==> src/rtl/mul_div_unit.sv <==
// Iterative multiply/divide unit with register-file writeback.
// Shift-add multiply and restoring divide, one bit per cycle, signs applied on completion.
module mul_div_unit #(
  parameter int unsigned WIDTH  = 32,
  parameter int unsigned ADDR_W = 5
) (
  input  logic              clk,
  input  logic              reset,
  input  logic              start,
  input  logic [1:0]        op,
  input  logic [WIDTH-1:0]  a,
  input  logic [WIDTH-1:0]  b,
  input  logic [ADDR_W-1:0] dest,
  output logic              busy,
  output logic              done,
  output logic [WIDTH-1:0]  result_hi,
  output logic [WIDTH-1:0]  result_lo,
  output logic              wb_enable,
  output logic [ADDR_W-1:0] wb_add,
  output logic [WIDTH-1:0]  wb_data
);

  localparam int unsigned CNT_W = $clog2(WIDTH + 1);

  typedef enum logic [1:0] {IDLE, RUN, DONE} state_t;

  state_t            state_q, state_d;
  logic [CNT_W-1:0]  cnt_q;
  logic [WIDTH-1:0]  hi_q, lo_q, opnd_q;
  logic              is_div_q, neg_q, neg_rem_q;
  logic [ADDR_W-1:0] dest_q;

  // Capture-time decode
  logic             is_div_c, a_neg_c, b_neg_c, div_zero_c, last_c;
  logic [WIDTH-1:0] a_mag_c, b_mag_c;

  assign is_div_c   = op[1];
  assign a_neg_c    = op[0] & a[WIDTH-1];
  assign b_neg_c    = op[0] & b[WIDTH-1];
  assign a_mag_c    = a_neg_c ? -a : a;
  assign b_mag_c    = b_neg_c ? -b : b;
  assign div_zero_c = is_div_c & (b == '0);
  assign last_c     = (cnt_q == CNT_W'(1));

  // One multiply step: add multiplicand on multiplier LSB, shift product right
  logic [WIDTH:0]   mul_sum_c;
  logic [WIDTH-1:0] mul_hi_c, mul_lo_c;

  assign mul_sum_c = {1'b0, hi_q} + (lo_q[0] ? {1'b0, opnd_q} : '0);
  assign mul_hi_c  = mul_sum_c[WIDTH:1];
  assign mul_lo_c  = {mul_sum_c[0], lo_q[WIDTH-1:1]};

  // One restoring divide step: remainder in hi_q, dividend/quotient shifting through lo_q
  logic [WIDTH:0]   div_trial_c, div_diff_c;
  logic             div_ok_c;
  logic [WIDTH-1:0] div_hi_c, div_lo_c;

  assign div_trial_c = {hi_q, lo_q[WIDTH-1]};
  assign div_diff_c  = div_trial_c - {1'b0, opnd_q};
  assign div_ok_c    = ~div_diff_c[WIDTH];
  assign div_hi_c    = div_ok_c ? div_diff_c[WIDTH-1:0] : div_trial_c[WIDTH-1:0];
  assign div_lo_c    = {lo_q[WIDTH-2:0], div_ok_c};

  // Final signed results from the last step
  logic [2*WIDTH-1:0] prod_c, prod_s_c;
  logic [WIDTH-1:0]   fin_hi_c, fin_lo_c;

  assign prod_c   = {mul_hi_c, mul_lo_c};
  assign prod_s_c = neg_q ? -prod_c : prod_c;
  assign fin_hi_c = is_div_q ? (neg_rem_q ? -div_hi_c : div_hi_c) : prod_s_c[2*WIDTH-1:WIDTH];
  assign fin_lo_c = is_div_q ? (neg_q ? -div_lo_c : div_lo_c) : prod_s_c[WIDTH-1:0];

  always_ff @(posedge clk) begin
    if (reset) state_q <= IDLE;
    else       state_q <= state_d;
  end

  always_comb begin
    state_d = state_q;
    case (state_q)
      IDLE:    if (start) state_d = div_zero_c ? DONE : RUN;
      RUN:     if (last_c) state_d = DONE;
      DONE:    state_d = IDLE;
      default: state_d = IDLE;
    endcase
  end

  // Datapath and registered outputs
  always_ff @(posedge clk) begin
    if (reset) begin
      cnt_q     <= '0;
      hi_q      <= '0;
      lo_q      <= '0;
      opnd_q    <= '0;
      is_div_q  <= 1'b0;
      neg_q     <= 1'b0;
      neg_rem_q <= 1'b0;
      dest_q    <= '0;
      busy      <= 1'b0;
      done      <= 1'b0;
      wb_enable <= 1'b0;
      result_hi <= '0;
      result_lo <= '0;
      wb_data   <= '0;
      wb_add    <= '0;
    end else begin
      done      <= 1'b0;
      wb_enable <= 1'b0;
      case (state_q)
        IDLE: if (start) begin
          busy      <= 1'b1;
          cnt_q     <= CNT_W'(WIDTH);
          is_div_q  <= is_div_c;
          neg_q     <= a_neg_c ^ b_neg_c;
          neg_rem_q <= is_div_c & a_neg_c;
          dest_q    <= dest;
          hi_q      <= '0;
          lo_q      <= is_div_c ? a_mag_c : b_mag_c;
          opnd_q    <= is_div_c ? b_mag_c : a_mag_c;
          if (div_zero_c) begin
            done      <= 1'b1;
            wb_enable <= (dest != {ADDR_W{1'b1}});
            result_hi <= a;
            result_lo <= '1;
            wb_data   <= '1;
            wb_add    <= dest;
          end
        end
        RUN: begin
          cnt_q <= cnt_q - CNT_W'(1);
          hi_q  <= is_div_q ? div_hi_c : mul_hi_c;
          lo_q  <= is_div_q ? div_lo_c : mul_lo_c;
          if (last_c) begin
            done      <= 1'b1;
            wb_enable <= (dest_q != {ADDR_W{1'b1}});
            result_hi <= fin_hi_c;
            result_lo <= fin_lo_c;
            wb_data   <= fin_lo_c;
            wb_add    <= dest_q;
          end
        end
        DONE:    busy <= 1'b0;
        default: busy <= 1'b0;
      endcase
    end
  end

endmodule

==> config.mk <==
export PLATFORM = sky130hd
export DESIGN_NAME = mul_div_unit
export DESIGN_NICKNAME = d
export VERILOG_FILES = /design/src/rtl/mul_div_unit.sv
export SDC_FILE = /design/constraint.sdc
export NUM_CORES = 1
export LEC_CHECK = 0
export CAP_MARGIN = 0
export CORE_MARGIN = 4
export CORE_UTILIZATION = 35
export CTS_CLUSTER_DIAMETER = 50
export DETAILED_ROUTE_END_ITERATION = 8
export PLACE_DENSITY = 0.6
export SLEW_MARGIN = 20
export SYNTH_ARGS = -nofsm -noshare
export SYNTH_HDL_FRONTEND = slang
export SYNTH_SLANG_ARGS = --single-unit
==> constraint.sdc <==
create_clock -name clk -period 5.1 [get_ports clk]
set_clock_uncertainty 0.2 [all_clocks]
set_input_delay 0.51 -clock clk [delete_from_list [all_inputs] [get_ports clk]]
set_output_delay 0.51 -clock clk [all_outputs]
set_load 0.01 [all_outputs]
==> flow_metrics.tcl, run 1 <==
set metrics [dict create \
    cts_root_buffer "clkbuf_16" \
    grt_max_degree 199 \
    synthCells 2720 \
    clk_latency_ns 0.49 \
    design.core.area_sq_mm 0.0537 \
    crit_path_end_kind "flop" \
    start_kind "flop" \
    r2r-end "result_hi[31]$_SDFFE_PP0P_" \
    fin_crit_ns 4.99 \
    clock_path_buffers 2 \
    max_slew_margin_pct 25.4 \
    hold_start "reset" \
    synth_area_per_cell_sq_um 6.97 \
    grt.busiest_layer "met1" \
    p_leak_nw 8.21 \
    max_cap_violations 0 \
    grtUsageMet1_pct 45.0 \
    dpl_cell_area_sq_mm 0.0215 \
    cp.arrival_ns 5.12 \
    wire_per_inst_microns 26.1 \
    die_area_sq_mm 0.0580 \
    max_freq_mhz 200 \
    dp.final_hpwl_mm 71.8 \
    r2r_start "opnd_q[3]$_SDFFE_PP0P_" \
    antennaDiodeCount 0 \
    gp_congestion 0.990 \
    netlist_area_sq_mm 0.0190 \
    yosys_warnings 0 \
    die_y_microns 241 \
    drv_slew 0 \
    gr-usage-met2_pct 44.6 \
    cts_num_sinks 184 \
    path_class "flop to flop" \
    holdPathEnd "wb_data[29]$_SDFFE_PP0P_" \
    io_buffer_count 177 \
    swShare_pct 44.3 \
    synth_area_leaders "dfxtp_1 19%, nor2_1 7.1%, a21oi_1 6.0%, nand2_1 5.8%, ha_1 4.7%" \
    antenna_found_initial 2 \
    hold_depth 2 \
    synth_edf_count 0 \
    grt_pass1_vias 20400 \
    drtPass1Iterations 6 \
    setup_violations 0 \
    fillers 5568 \
    synth_sequential_area_ratio_pct 19.4 \
    status "complete, no violations" \
    fin_tns_setup_ns 0 \
    p_switching_mw 2.65 \
    rows 85 \
    internal-power_mw 3.33 \
    num_io_pins 178 \
    htreeDepth 4 \
    ys_seq_elements 184 \
    vias_per_cell 6.23 \
    grt_pass1_wl_mm 134 \
    path_clk_slew_ns 0.08 \
    p_clk_share_pct 24.0 \
    drt-total-wl_mm 92.2 \
    vdd_ir_drop_max_mv 0.259 \
    start_util_pct 35.3 \
    vias 22000 \
    ff2ff_path_depth 15 \
    hold_ws_ns 0.192 \
    cts_tree "done" \
    synthTopCellsByCount "357 x nor2_1, 295 x nand2_1, 229 x a21oi_1" \
    rrSetupSlack_ns 0.11 \
    drive_gt1_share_pct 9.29 \
    synthesis.nets 2867 \
    cp_slowest_stage_delay_ns 0.66 \
    synth_top_area_share_pct 19.4 \
    area_growth_pct 16.8 \
    grt_overflow 0 \
    yosys.area.top_type "dfxtp_1" \
    nets 2966 \
    fin_area_sq_mm 0.0221 \
    finalHoldViolations 0 \
    cp_data_required_time_ns 5.23 \
    power_frac_comb_pct 47.2 \
    met3_usage_pct 6.17 \
    grt_usage_pct 30.6 \
    async_flop_share_pct 0 \
    cp_cell_sequence "inv_1, ha_1, o211ai_1, a21oi_2, o21ai_1, o211ai_1, nand3_1, a2111oi_1, nor4b_2, buf_4, o211ai_2, nor4b_2, buf_4, mux2i_1, o31ai_2" \
    worst_pin_slew_ns 1.12 \
    cts_buffers 17 \
    die_width_microns 241 \
    synthFlopType "dfxtp_1" \
    hold_path.class "input port to flop" \
    final_antenna_net_count 0 \
    min_period_over_period_pct 97.9 \
    synth_cell_types 113 \
    rsz0062_at_grt "false" \
    p_per_area_mw_per_mm2 270 \
    drc 0 \
    utilization_pct 41.2 \
    yosysMostFrequentCell "nor2_1" \
    critPathSlowestCell "a2111oi_1" \
    drt_iter0_drc 2794 \
    seqPwrFrac_pct 28.8 \
    cp_max_fo 8 \
]
## metal layers
layer  routed length (microns)  share of wire (%)  vias to the layer above
li1                          -                  -                    10100
met1                     41900                 45                    10600
met2                     38400                 42                     1136
met3                      8500                9.2                      165
met4                      3420                3.7                        0
met5                         0                  0                        -
## registers in the layout, summed over array words and instances, names as in the netlist
register   cells
neg_rem_q      1
wb_add         5
result_hi     32
state_q        2
dest_q         5
lo_q          32
is_div_q       1
wb_data       32
busy           1
wb_enable      1
neg_q          1
hi_q          32
opnd_q        32
done           1
cnt_q          6
## kinds of logic after synthesis
family	after synthesis	share of synthesized area (%)
and+or+nand+nor	1080	27.2
AOI/OAI and AO/OA	856	30.0
buffers and inverters	306	7.76
DFF	184	19.4
xor gates and xnor gates	154	7.11
adders and majority gates	73	4.90
muxes	67	3.66
## cell usage in the layout (no fill, tap or decap), types with 65 or more instances in the layout
cell type,n
dfxtp_1,181
o21ai_0,162
ha_1,70
o211ai_1,73
a21oi_1,224
a211oi_1,90
nand2_1,295
nor3_1,111
nor2_1,355
buf_4,126
inv_1,75
xor2_1,65
xnor2_1,89
clkdlybuf4s50_1,175
## worst max-delay path: cells and delay by family (launching register included)
kind	cells	cell delay, ns
AOI/OAI and AO/OA	7	2.05
adders and majority gates	1	0.48
buffers and inverters	3	0.43
DFF	1	0.34
muxes	1	0.20
and+or+nand+nor	3	1.13
## how the worst max path moves through the flow
| stage | startpoint | to | slack (ns) | depth (start not counted) |
|---|---|---|---|---|
| finish | opnd_q[3]$_SDFFE_PP0P_ | result_hi[31]$_SDFFE_PP0P_ | 0.11 | 15 |
| global route | lo_q[0]$_SDFFE_PP0P_ | result_hi[24]$_SDFFE_PP0P_ | 0.02 | 16 |
| CTS | lo_q[31]$_SDFFE_PP0P_ | result_hi[31]$_SDFFE_PP0P_ | 0.02 | 19 |
| detailed placement | lo_q[0]$_SDFFE_PP0P_ | result_hi[31]$_SDFFE_PP0P_ | 0.04 | 16 |
| global placement | lo_q[0]$_SDFFE_PP0P_ | result_hi[31]$_SDFFE_PP0P_ | 0.12 | 16 |
| floorplan | lo_q[31]$_SDFFE_PP0P_ | result_hi[30]$_SDFFE_PP0P_ | 0.25 | 22 |
## per-stage QoR
| stage | total power [mW] | worst slack [ns] | std cells |
|---|---|---|---|
| detailed placement | 4.47 | 0.0405 | 3494 |
| CTS | 5.90 | 0.0189 | 3526 |
| global route | 6.24 | 0.0171 | 3528 |
| finish | 5.98 | 0.109 | 3528 |
| global placement | 4.46 | 0.121 | 3494 |
| floorplan | 3.42 | 0.252 | 2720 |
## timing repair
action                                  4_1_cts  5_1_grt
endpoints found under the setup margin        0       18
hold buffers                                  0        0
resized for setup                             0       17
buffers inserted                              0        1
## final cells by class
type | instances | area [sq um] | area share (%)
Sequential cell | 184 | 3690 | 16.7
Clock inverter | 13 | 141 | 0.639
Clock buffer | 19 | 443 | 2.00
Tap cell | 696 | 871 | 3.93
Timing Repair Buffer | 306 | 2770 | 12.5
Timing Repair inverter | 1 | 5.00 | 0.0226
Inverter | 79 | 300 | 1.36
Multi-Input combinational cell | 2230 | 13900 | 62.9
## power by group through the flow
stage / logic, mW / clock network (mW) / registers (mW)
CTS: 2.73 / 1.45 / 1.72
global route: 3.00 / 1.49 / 1.74
floorplan: 1.74 / 0 / 1.68
global placement: 2.71 / 0 / 1.74
detailed placement: 2.72 / 0 / 1.75
finish: 2.82 / 1.43 / 1.72
Note: power is estimated with default switching activity, not from simulation.
==> inputs of run 2 (changes only) <==
--- a/config.mk
+++ b/config.mk
@@ -10,6 +10,7 @@
 export CORE_UTILIZATION = 35
 export CTS_CLUSTER_DIAMETER = 50
 export DETAILED_ROUTE_END_ITERATION = 8
+export MAX_ROUTING_LAYER = met4
 export PLACE_DENSITY = 0.6
 export SLEW_MARGIN = 20
 export SYNTH_ARGS = -nofsm -noshare
==> flow_metrics.tcl, run 2 (synthesized netlist as in run 1, its figures left out) <==
set metrics [dict create \
    status "complete, no violations" \
    setup_violations 0 \
    p_per_area_mw_per_mm2 271 \
    r2r_start "lo_q[31]$_SDFFE_PP0P_" \
    antenna_found_initial 6 \
    r2r-end "result_hi[30]$_SDFFE_PP0P_" \
    fin_tns_setup_ns 0 \
    drc 0 \
    die_area_sq_mm 0.0580 \
    grt_max_degree 199 \
    htreeDepth 4 \
    grt_usage_pct 32.0 \
    cts_buffers 17 \
    cp_data_required_time_ns 5.33 \
    area_growth_pct 17.2 \
    grt_overflow 0 \
    start_kind "flop" \
    fin_area_sq_mm 0.0222 \
    crit_end "result_hi[30]$_SDFFE_PP0P_" \
    ff2ff_path_depth 20 \
    final_antenna_net_count 0 \
    grt_pass1_wl_mm 136 \
    cts_hold_buf 0 \
    cts_root_buffer "clkbuf_16" \
    mostFrequentLayoutCells "354 x nor2_1, 295 x nand2_1, 225 x a21oi_1" \
    rsz0062_at_grt "false" \
    gp_congestion 1.07 \
    clk_latency_ns 0.50 \
    vias_per_cell 6.23 \
    utilization_pct 41.4 \
    nets 2979 \
    num_io_pins 178 \
    path_clk_slew_ns 0.08 \
    fin_crit_ns 4.92 \
    die_width_microns 241 \
    drt_iter0_drc 3064 \
    startpoint "lo_q[31]$_SDFFE_PP0P_" \
    wire_per_inst_microns 26.4 \
    max_freq_mhz 203 \
    cts_tree "done" \
    max_cap_violations 0 \
    drt-total-wl_mm 93.4 \
    dp.final_hpwl_mm 73.1 \
    start_util_pct 35.3 \
    final_cells 3542 \
    dpl.cell_count 3506 \
    clock_path_buffers 2 \
    final_common_cell "nor2_1" \
    cts_num_sinks 184 \
    vias 22100 \
    vdd_ir_drop_max_mv 0.295 \
    grt_pass1_vias 20000 \
    crit_path_end_kind "flop" \
    drv_slew 0 \
    rrSetupSlack_ns 0.18 \
    cp.arrival_ns 5.15 \
    drtPass1Iterations 7 \
    min_period_over_period_pct 96.5 \
    worst_pin_slew_ns 1.25 \
    max_slew_margin_pct 15.1 \
    cp_max_fo 9 \
    die_y_microns 241 \
    path_class "flop to flop" \
    design.core.area_sq_mm 0.0537 \
    rows 85 \
    drive_gt1_share_pct 9.63 \
    p_leak_nw 8.26 \
    finalHoldViolations 0 \
    dpl_cell_area_sq_mm 0.0215 \
    io_buffer_count 177 \
    hold_path.class "flop to flop" \
]
run 2: worst min path at each step:
stage,start,end,slack [ns],depth (start not counted)
floorplan,opnd_q[15]$_SDFFE_PP0P_,opnd_q[15]$_SDFFE_PP0P_,0.23,2
global placement,result_hi[1]$_SDFFE_PP0P_,result_hi[1]$_SDFFE_PP0P_,0.24,2
detailed placement,opnd_q[20]$_SDFFE_PP0P_,opnd_q[20]$_SDFFE_PP0P_,0.25,2
CTS,reset,hi_q[29]$_SDFFE_PP0P_,0.25,2
global route,opnd_q[17]$_SDFFE_PP0P_,opnd_q[17]$_SDFFE_PP0P_,0.27,2
finish,opnd_q[14]$_SDFFE_PP0P_,opnd_q[14]$_SDFFE_PP0P_,0.25,2
run 2: power breakdown:
group          internal [mW]  switching, mW
Sequential              1.56          0.169
Combinational           1.04           1.80
Clock                  0.739          0.708
Total                   3.34           2.67
run 2: routing by layer:
metal / vias to the layer above / global-route usage (%) / part of all wire (%)
met5: - / - / 0
met4: 0 / 10.1 / 3.2
met3: 123 / 5.81 / 9.5
met2: 1197 / 44.8 / 41
met1: 10600 / 46.4 / 46
li1: 10100 / - / -
run 2: worst max-delay path, cell delays in order (launching register included):
cell	delay (ns)
dfxtp_1	0.32
inv_1	0.08
ha_1	0.16
inv_1	0.05
fa_1	0.47
a211oi_2	0.30
o211ai_1	0.14
a31oi_1	0.27
buf_4	0.19
a211o_1	0.12
o211a_2	0.31
inv_2	0.15
a21oi_1	0.24
ha_1	0.24
nand3_1	0.13
a21oi_1	0.26
a31oi_4	0.19
or2_1	0.30
o31a_1	0.33
a211o_1	0.29
o22ai_1	0.09
run 2: timing repair:
item	in CTS	in global routing
setup endpoints to repair	1	13
resized for setup	1	12
endpoints found under the hold margin	0	0
pin swaps	0	1
buffers inserted	0	3
run 2: through the flow:
step / hold slack [ns] / power [mW] / worst slack, ns
final: 0.253 / 6.02 / 0.178
after CTS: 0.252 / 5.94 / 0.0621
after global routing: 0.269 / 6.27 / 0.0176
after global placement: 0.243 / 4.48 / 0.0308
after detailed placement: 0.245 / 4.49 / 0.0118
after floorplan: 0.232 / 3.42 / 0.252
run 2: layout make-up:
| class | count | area, sq um |
|---|---|---|
| Sequential cell | 184 | 3690 |
| Timing Repair Buffer | 320 | 2870 |
| Clock inverter | 13 | 145 |
| Fill cell | 5580 | 31500 |
| Clock buffer | 19 | 443 |
| Tap cell | 696 | 871 |
| Multi-Input combinational cell | 2230 | 13900 |
| Inverter | 79 | 300 |
| Antenna cell | 1 | 2.50 |
